**config.mk**
```make
export PLATFORM = sky130hd
export DESIGN_NAME = keypad_scan_reader
export DESIGN_NICKNAME = d
export VERILOG_FILES = /design/src/rtl/keypad_scan_reader.sv
export SDC_FILE = /design/constraint.sdc
export NUM_CORES = 1
export LEC_CHECK = 0
export BUFFER_PORTS_ARGS = -buffer_cell sky130_fd_sc_hd__buf_2
export CAP_MARGIN = 20
export CORE_ASPECT_RATIO = 0.75
export CORE_MARGIN = 5
export CORE_UTILIZATION = 60
export DETAILED_ROUTE_END_ITERATION = 10
export PLACE_DENSITY = 0.83
export REMOVE_ABC_BUFFERS = 1
export SLEW_MARGIN = 20
export SYNTH_ARGS = -nofsm -noshare
export SYNTH_HDL_FRONTEND = slang
export SYNTH_SLANG_ARGS = --single-unit
```
**constraint.sdc**
```tcl
create_clock -name m_clk -period 4 [get_ports m_clk]
set_input_delay 0.8 -clock m_clk [delete_from_list [all_inputs] [get_ports m_clk]]
set_output_delay 0.8 -clock m_clk [all_outputs]
set_load 0.005 [all_outputs]
```
**src/rtl/keypad_scan_reader.sv**
```systemverilog
// Scans a 4x4 active-low matrix keypad one column at a time, debounces whole-scan
// results, and reports an accepted single key with a one-cycle valid pulse.
module keypad_scan_reader #(
  parameter int SCAN_DIV       = 100000,
  parameter int DEBOUNCE_SCANS = 4
) (
  input  logic       m_clk,
  input  logic       reset,
  input  logic [3:0] row_in,
  output logic [3:0] col_out,
  output logic [3:0] key_code,
  output logic       key_valid,
  output logic       key_held,
  output logic       multi_key
);

  localparam int              CNT_W      = $clog2(SCAN_DIV);
  localparam logic [CNT_W-1:0] SLOT_LAST = CNT_W'(SCAN_DIV - 1);
  localparam logic [3:0]      STABLE_MAX = 4'(DEBOUNCE_SCANS);

  typedef enum logic [1:0] {
    RES_NONE   = 2'd0,
    RES_SINGLE = 2'd1,
    RES_MULTI  = 2'd2
  } res_kind_e;

  logic [3:0]       row_meta_q, row_sync_q;
  logic [CNT_W-1:0] slot_q, slot_d;
  logic [1:0]       col_q, col_d;
  res_kind_e        part_kind_q, part_kind_d;
  logic [3:0]       part_code_q, part_code_d;
  res_kind_e        prev_kind_q, prev_kind_d;
  logic [3:0]       prev_code_q, prev_code_d;
  logic [3:0]       stable_q, stable_d;
  res_kind_e        state_q, state_d;
  logic [3:0]       state_code_q, state_code_d;
  logic [3:0]       key_code_q, key_code_d;
  logic             key_valid_q, key_valid_d;
  logic             key_held_q, key_held_d;
  logic             multi_key_q, multi_key_d;

  logic [3:0] pressed;
  logic [2:0] n_pressed;
  logic [1:0] row_idx;
  res_kind_e  merged_kind;
  logic [3:0] merged_code;
  logic       slot_end, scan_end, same_result;

  assign col_out   = ~(4'b0001 << col_q);
  assign key_code  = key_code_q;
  assign key_valid = key_valid_q;
  assign key_held  = key_held_q;
  assign multi_key = multi_key_q;

  assign pressed  = ~row_sync_q;
  assign slot_end = (slot_q == SLOT_LAST);
  assign scan_end = slot_end && (col_q == 2'd3);

  // Fold this column's sample into the partial scan result; code is kept 0 unless
  // the result is SINGLE so whole results compare with a plain equality.
  always_comb begin
    n_pressed   = 3'd0;
    row_idx     = 2'd0;
    for (int r = 3; r >= 0; r--) begin
      if (pressed[r]) row_idx = 2'(r);
      n_pressed = n_pressed + {2'b00, pressed[r]};
    end
    merged_kind = part_kind_q;
    merged_code = part_code_q;
    if ((n_pressed >= 3'd2) || ((n_pressed == 3'd1) && (part_kind_q != RES_NONE))) begin
      merged_kind = RES_MULTI;
      merged_code = 4'd0;
    end else if (n_pressed == 3'd1) begin
      merged_kind = RES_SINGLE;
      merged_code = {col_q, row_idx};
    end
  end

  assign same_result = (merged_kind == prev_kind_q) && (merged_code == prev_code_q);

  always_comb begin
    slot_d       = slot_end ? '0 : slot_q + CNT_W'(1);
    col_d        = slot_end ? col_q + 2'd1 : col_q;
    part_kind_d  = part_kind_q;
    part_code_d  = part_code_q;
    prev_kind_d  = prev_kind_q;
    prev_code_d  = prev_code_q;
    stable_d     = stable_q;
    state_d      = state_q;
    state_code_d = state_code_q;
    key_code_d   = key_code_q;
    key_valid_d  = 1'b0;
    key_held_d   = key_held_q;
    multi_key_d  = multi_key_q;

    if (slot_end) begin
      part_kind_d = merged_kind;
      part_code_d = merged_code;
    end

    if (scan_end) begin
      part_kind_d = RES_NONE;
      part_code_d = 4'd0;
      prev_kind_d = merged_kind;
      prev_code_d = merged_code;
      if (!same_result)              stable_d = 4'd1;
      else if (stable_q < STABLE_MAX) stable_d = stable_q + 4'd1;

      if ((stable_d == STABLE_MAX) &&
          ((merged_kind != state_q) || (merged_code != state_code_q))) begin
        state_d      = merged_kind;
        state_code_d = merged_code;
        key_held_d   = (merged_kind == RES_SINGLE);
        multi_key_d  = (merged_kind == RES_MULTI);
        // Any accepted change into SINGLE is a new key, so it always pulses.
        if (merged_kind == RES_SINGLE) begin
          key_code_d  = merged_code;
          key_valid_d = 1'b1;
        end
      end
    end
  end

  always_ff @(posedge m_clk or posedge reset) begin
    if (reset) begin
      row_meta_q   <= 4'hF;
      row_sync_q   <= 4'hF;
      slot_q       <= '0;
      col_q        <= 2'd0;
      part_kind_q  <= RES_NONE;
      part_code_q  <= 4'd0;
      prev_kind_q  <= RES_NONE;
      prev_code_q  <= 4'd0;
      stable_q     <= 4'd0;
      state_q      <= RES_NONE;
      state_code_q <= 4'd0;
      key_code_q   <= 4'd0;
      key_valid_q  <= 1'b0;
      key_held_q   <= 1'b0;
      multi_key_q  <= 1'b0;
    end else begin
      row_meta_q   <= row_in;
      row_sync_q   <= row_meta_q;
      slot_q       <= slot_d;
      col_q        <= col_d;
      part_kind_q  <= part_kind_d;
      part_code_q  <= part_code_d;
      prev_kind_q  <= prev_kind_d;
      prev_code_q  <= prev_code_d;
      stable_q     <= stable_d;
      state_q      <= state_d;
      state_code_q <= state_code_d;
      key_code_q   <= key_code_d;
      key_valid_q  <= key_valid_d;
      key_held_q   <= key_held_d;
      multi_key_q  <= multi_key_d;
    end
  end

endmodule

```
==> impl_metrics.env <==
export IMPL_grt_start_max_net_pins=39
export IMPL_run_status="complete, no violations"
export IMPL_power_density_cell_area_nw_per_um2=314
export IMPL_power_switching_uw=271
export IMPL_timing_critical_path_cells="fa_1 -> inv_1 -> ha_1 -> inv_1 -> ha_2 -> nor3b_4 -> mux2i_2 -> or4b_4 -> o211ai_2 -> nand4_4 -> a211oi_4 -> buf_4 -> mux2_2"
export IMPL_comb_power_share_pct=13.8
export IMPL_internal_power_uw=772
export IMPL_avgViaCountPerCell=5.77
export IMPL_worst_slew_pin_transition_ns=0.799
export IMPL_timing_reg2reg_setup_slack_ns=0.12
export IMPL_design_die_area_sq_um=6390
export IMPL_cts_root_buffer="clkbuf_8"
export IMPL_path_delay_family="simple AND/OR/NAND/NOR gates"
export IMPL_gpl_final_weighted_congestion=0.858
export IMPL_cts_sinks=56
export IMPL_final_hold_violation_count=0
export IMPL_synthDistinctLibCells=50
export IMPL_synth_area_leader_cell="dfrtp_1"
export IMPL_numCtsBuffers=5
export IMPL_clockPowerShare_pct=31.0
export IMPL_critical_path_at_ns=4.09
export IMPL_tritoncts="yes"
export IMPL_timing_clock_skew_ns=0.00718
export IMPL_die_h_microns=70.5
export IMPL_critical_path_start_type="flip-flop"
export IMPL_worst_setup_path_end_kind="flip-flop"
export IMPL_crit_type="reg -> reg"
export IMPL_number_of_endpoints_failing_setup_at_the_final_stage=0
export IMPL_initial_antenna_violation_count=0
export IMPL_drcViolationCount=0
export IMPL_power_static_leakage_uw=0.00148
export IMPL_synthesis_area_per_instance_sq_um=10.6
export IMPL_final_area_sq_um=3330
export IMPL_core_region_area_sq_um=4820
export IMPL_number_of_enable_type_register_cells_in_the_synthesized_netlist=0
export IMPL_floorplan_io_pins=17
export IMPL_start_util_pct=60.8
export IMPL_ys_flop_type="dfrtp_1"
export IMPL_placement_rows=22
export IMPL_first_pass_iters=5
export IMPL_detail_route_antenna_nets=0
export IMPL_seqPwrFrac_pct=55.2
export IMPL_hold_start="row_meta_q[0]"
export IMPL_global_route_usage_over_all_layers_pct=19.3
export IMPL_insertion_delay_ns=0.31
export IMPL_drt_first_iter_violations=185
export IMPL_netlist_instances=276
export IMPL_vdd_ir_drop_worst_mv=0.228
export IMPL_holdWs_ns=0.360
export IMPL_layout_area_overhead_vs_synth_pct=13.7
export IMPL_share_of_yosys_cell_area_claimed_by_the_top_area_cell_type_pct=41.0
export IMPL_routed_via_count=2106
export IMPL_hold_path_depth=0
export IMPL_placed_instance_area_sq_um=3120
export IMPL_grt_pass1_vias=2005
export IMPL_synth_top_cells_by_count="48 x dfrtp_1, 22 x nand2_1, 21 x nor2_1, 18 x inv_1, 15 x nand3_1"
export IMPL_die_width_microns=90.6
export IMPL_finalCriticalPeriod_ns=3.88
export IMPL_synthMostInstantiatedCell="dfrtp_1"
export IMPL_num_antenna_cells=0
export IMPL_crit_top_cell="inv_1"
export IMPL_maxSlewViolCount=0
export IMPL_min_path_type="reg -> reg"
export IMPL_asyncSetResetFlopFracSynth_pct=100
export IMPL_postSynthRegisterBits=56
export IMPL_maximum_clock_insertion_buffer_count=2
export IMPL_critPathBufInv=3
export IMPL_design_final_nets=320
export IMPL_critical_path_reg2reg_endpoint="multi_key"
export IMPL_synth_cell_area_sq_um=2930
export IMPL_grt_pass1_wl_microns=9800
export IMPL_final_core_util_pct=69.1
export IMPL_ff2ff_path_depth=13
export IMPL_proportion_of_layout_cells_with_a_drive_suffix_above_1_pct=26.6
export IMPL_worst_path_max_delay_cell="dfstp_2"
export IMPL_grt_overflow_total=0
export IMPL_io_buffer_count=16
export IMPL_r2r_start="row_sync_q[1]"
export IMPL_power_switching_share_pct=26.0
export IMPL_postCtsHoldBufs=0
export IMPL_slew_headroom_pct=46.6
export IMPL_critical_path_required_ns=4.20
export IMPL_max_clock_freq_mhz=257
export IMPL_yosys_warnings=0
export IMPL_dominant_cells_by_area_after_synthesis="dfrtp_1 41%, dfstp_2 7.2%, mux2_2 4.6%"
export IMPL_layout_worst_path_cycle_share_pct=97.1
export IMPL_post_dp_hpwl_microns=4190
export IMPL_critical_path_max_fanout=8
export IMPL_routedWlPerCell_microns=16.5
export IMPL_drt_wl_total_microns=6030
export IMPL_hold_path_end="row_sync_q[0]"
export IMPL_deepest_level_of_the_cts_h_tree=2
export IMPL_yosysSeqAreaShare_pct=48.2
export IMPL_critical_path_max_stage_delay_ns=0.57
export IMPL_max_cap_viols=0
export IMPL_worst_setup_hold_path_clk_slew_ns=0.10
-- power groups by stage --
| stage | registers (uW) | clock network (uW) | logic (uW) |
|---|---|---|---|
| 3_3_place_gp | 587 | 0 | 122 |
| 4_1_cts | 576 | 333 | 126 |
| 6_report | 576 | 323 | 144 |
| 5_1_grt | 577 | 361 | 157 |
| 3_5_place_dp | 587 | 0 | 124 |
| 2_1_floorplan | 586 | 0 | 93.5 |
-- cell usage in the layout, fill, tap and decap left out, types with 3 or more instances in the layout --
| master | instances |
|---|---|
| ha_1 | 7 |
| nand4_1 | 6 |
| nand2_1 | 22 |
| or3_1 | 4 |
| a21oi_1 | 5 |
| xor2_1 | 7 |
| mux2i_1 | 3 |
| buf_4 | 11 |
| dfstp_2 | 8 |
| and2_1 | 4 |
| mux2_2 | 12 |
| nand3_1 | 14 |
| xnor2_1 | 12 |
| o21ai_0 | 11 |
| or2_2 | 3 |
| nand2b_1 | 3 |
| inv_1 | 17 |
| buf_2 | 16 |
| o31ai_1 | 4 |
| dfrtp_1 | 48 |
| nor3_1 | 6 |
| and3_1 | 4 |
| nor2b_1 | 8 |
| nor2_1 | 19 |
| clkbuf_8 | 6 |
-- layer usage --
layer  track usage, %  part of all wire (%)
met4             4.46                   1.2
met3             4.20                   6.9
met1             28.7                    47
met5                0                     0
met2             28.7                    45
-- sequential cells by signal (all words and copies together) (netlist names), 2 cells and up --
| register | count |
|---|---|
| state_code_q | 4 |
| part_kind_q | 2 |
| prev_code_q | 4 |
| slot_q | 17 |
| part_code_q | 4 |
| col_q | 2 |
| key_code | 4 |
| row_sync_q | 4 |
| prev_kind_q | 2 |
| row_meta_q | 4 |
| stable_q | 4 |
| state_q | 2 |
-- how the worst max path moves through the flow --
stage,startpoint,to,slack [ns],cells past startpoint
after floorplan,row_sync_q[1],key_held,0.28,12
after global placement,row_sync_q[1],state_code_q[1],0.12,12
after detailed placement,row_sync_q[1],key_code[3],0.08,12
after CTS,row_sync_q[1],key_held,0.03,12
after global routing,row_sync_q[1],multi_key,-0.02,13
final,row_sync_q[1],multi_key,0.12,13
-- layout make-up --
class                   instances  area, sq um
multi-input cells             196         1520
repair buffers                 27          163
flip-flops and latches         56         1410
fillers                       339         1490
well taps                      60         75.1
clock inverters                 2         13.8
clock buffers                   6         82.6
inverters                      18         67.6
-- worst reg2reg max path: cells and delay by family (launching register included) --
family | cells | cell delay, ns
fa+ha+maj | 3 | 0.90
mux | 2 | 0.64
flops | 1 | 0.57
buf+inv | 3 | 0.31
compound gates | 2 | 0.37
simple gates | 3 | 1.00
-- through the flow --
step	instances	TNS, ns	setup WS [ns]	power, uW
after global placement	354	0	0.123	709
after global routing	365	-0.0613	-0.0166	1090
after detailed placement	354	0	0.0786	711
after floorplan	270	0	0.276	680
after CTS	362	0	0.0341	1040
final	365	0	0.115	1040
-- cells by family (layout without fill, tap and decap cells) --
| kind of cell | Yosys count | after routing | share of synthesized area (%) |
|---|---|---|---|
| simple gates | 111 | 111 | 21.0 |
| flops | 56 | 56 | 48.2 |
| compound gates | 37 | 37 | 10.5 |
| buf+inv | 24 | 53 | 3.08 |
| xor+xnor | 21 | 21 | 6.28 |
| mux | 17 | 17 | 6.37 |
| fa+ha+maj | 10 | 10 | 4.53 |
-- what timing repair did --
| item | 4_1_cts | 5_1_grt |
|---|---|---|
| resized for setup | 0 | 15 |
| buffers inserted | 0 | 3 |
| setup endpoints to repair | 0 | 10 |
No activity file was read; power rests on OpenSTA's default activity.
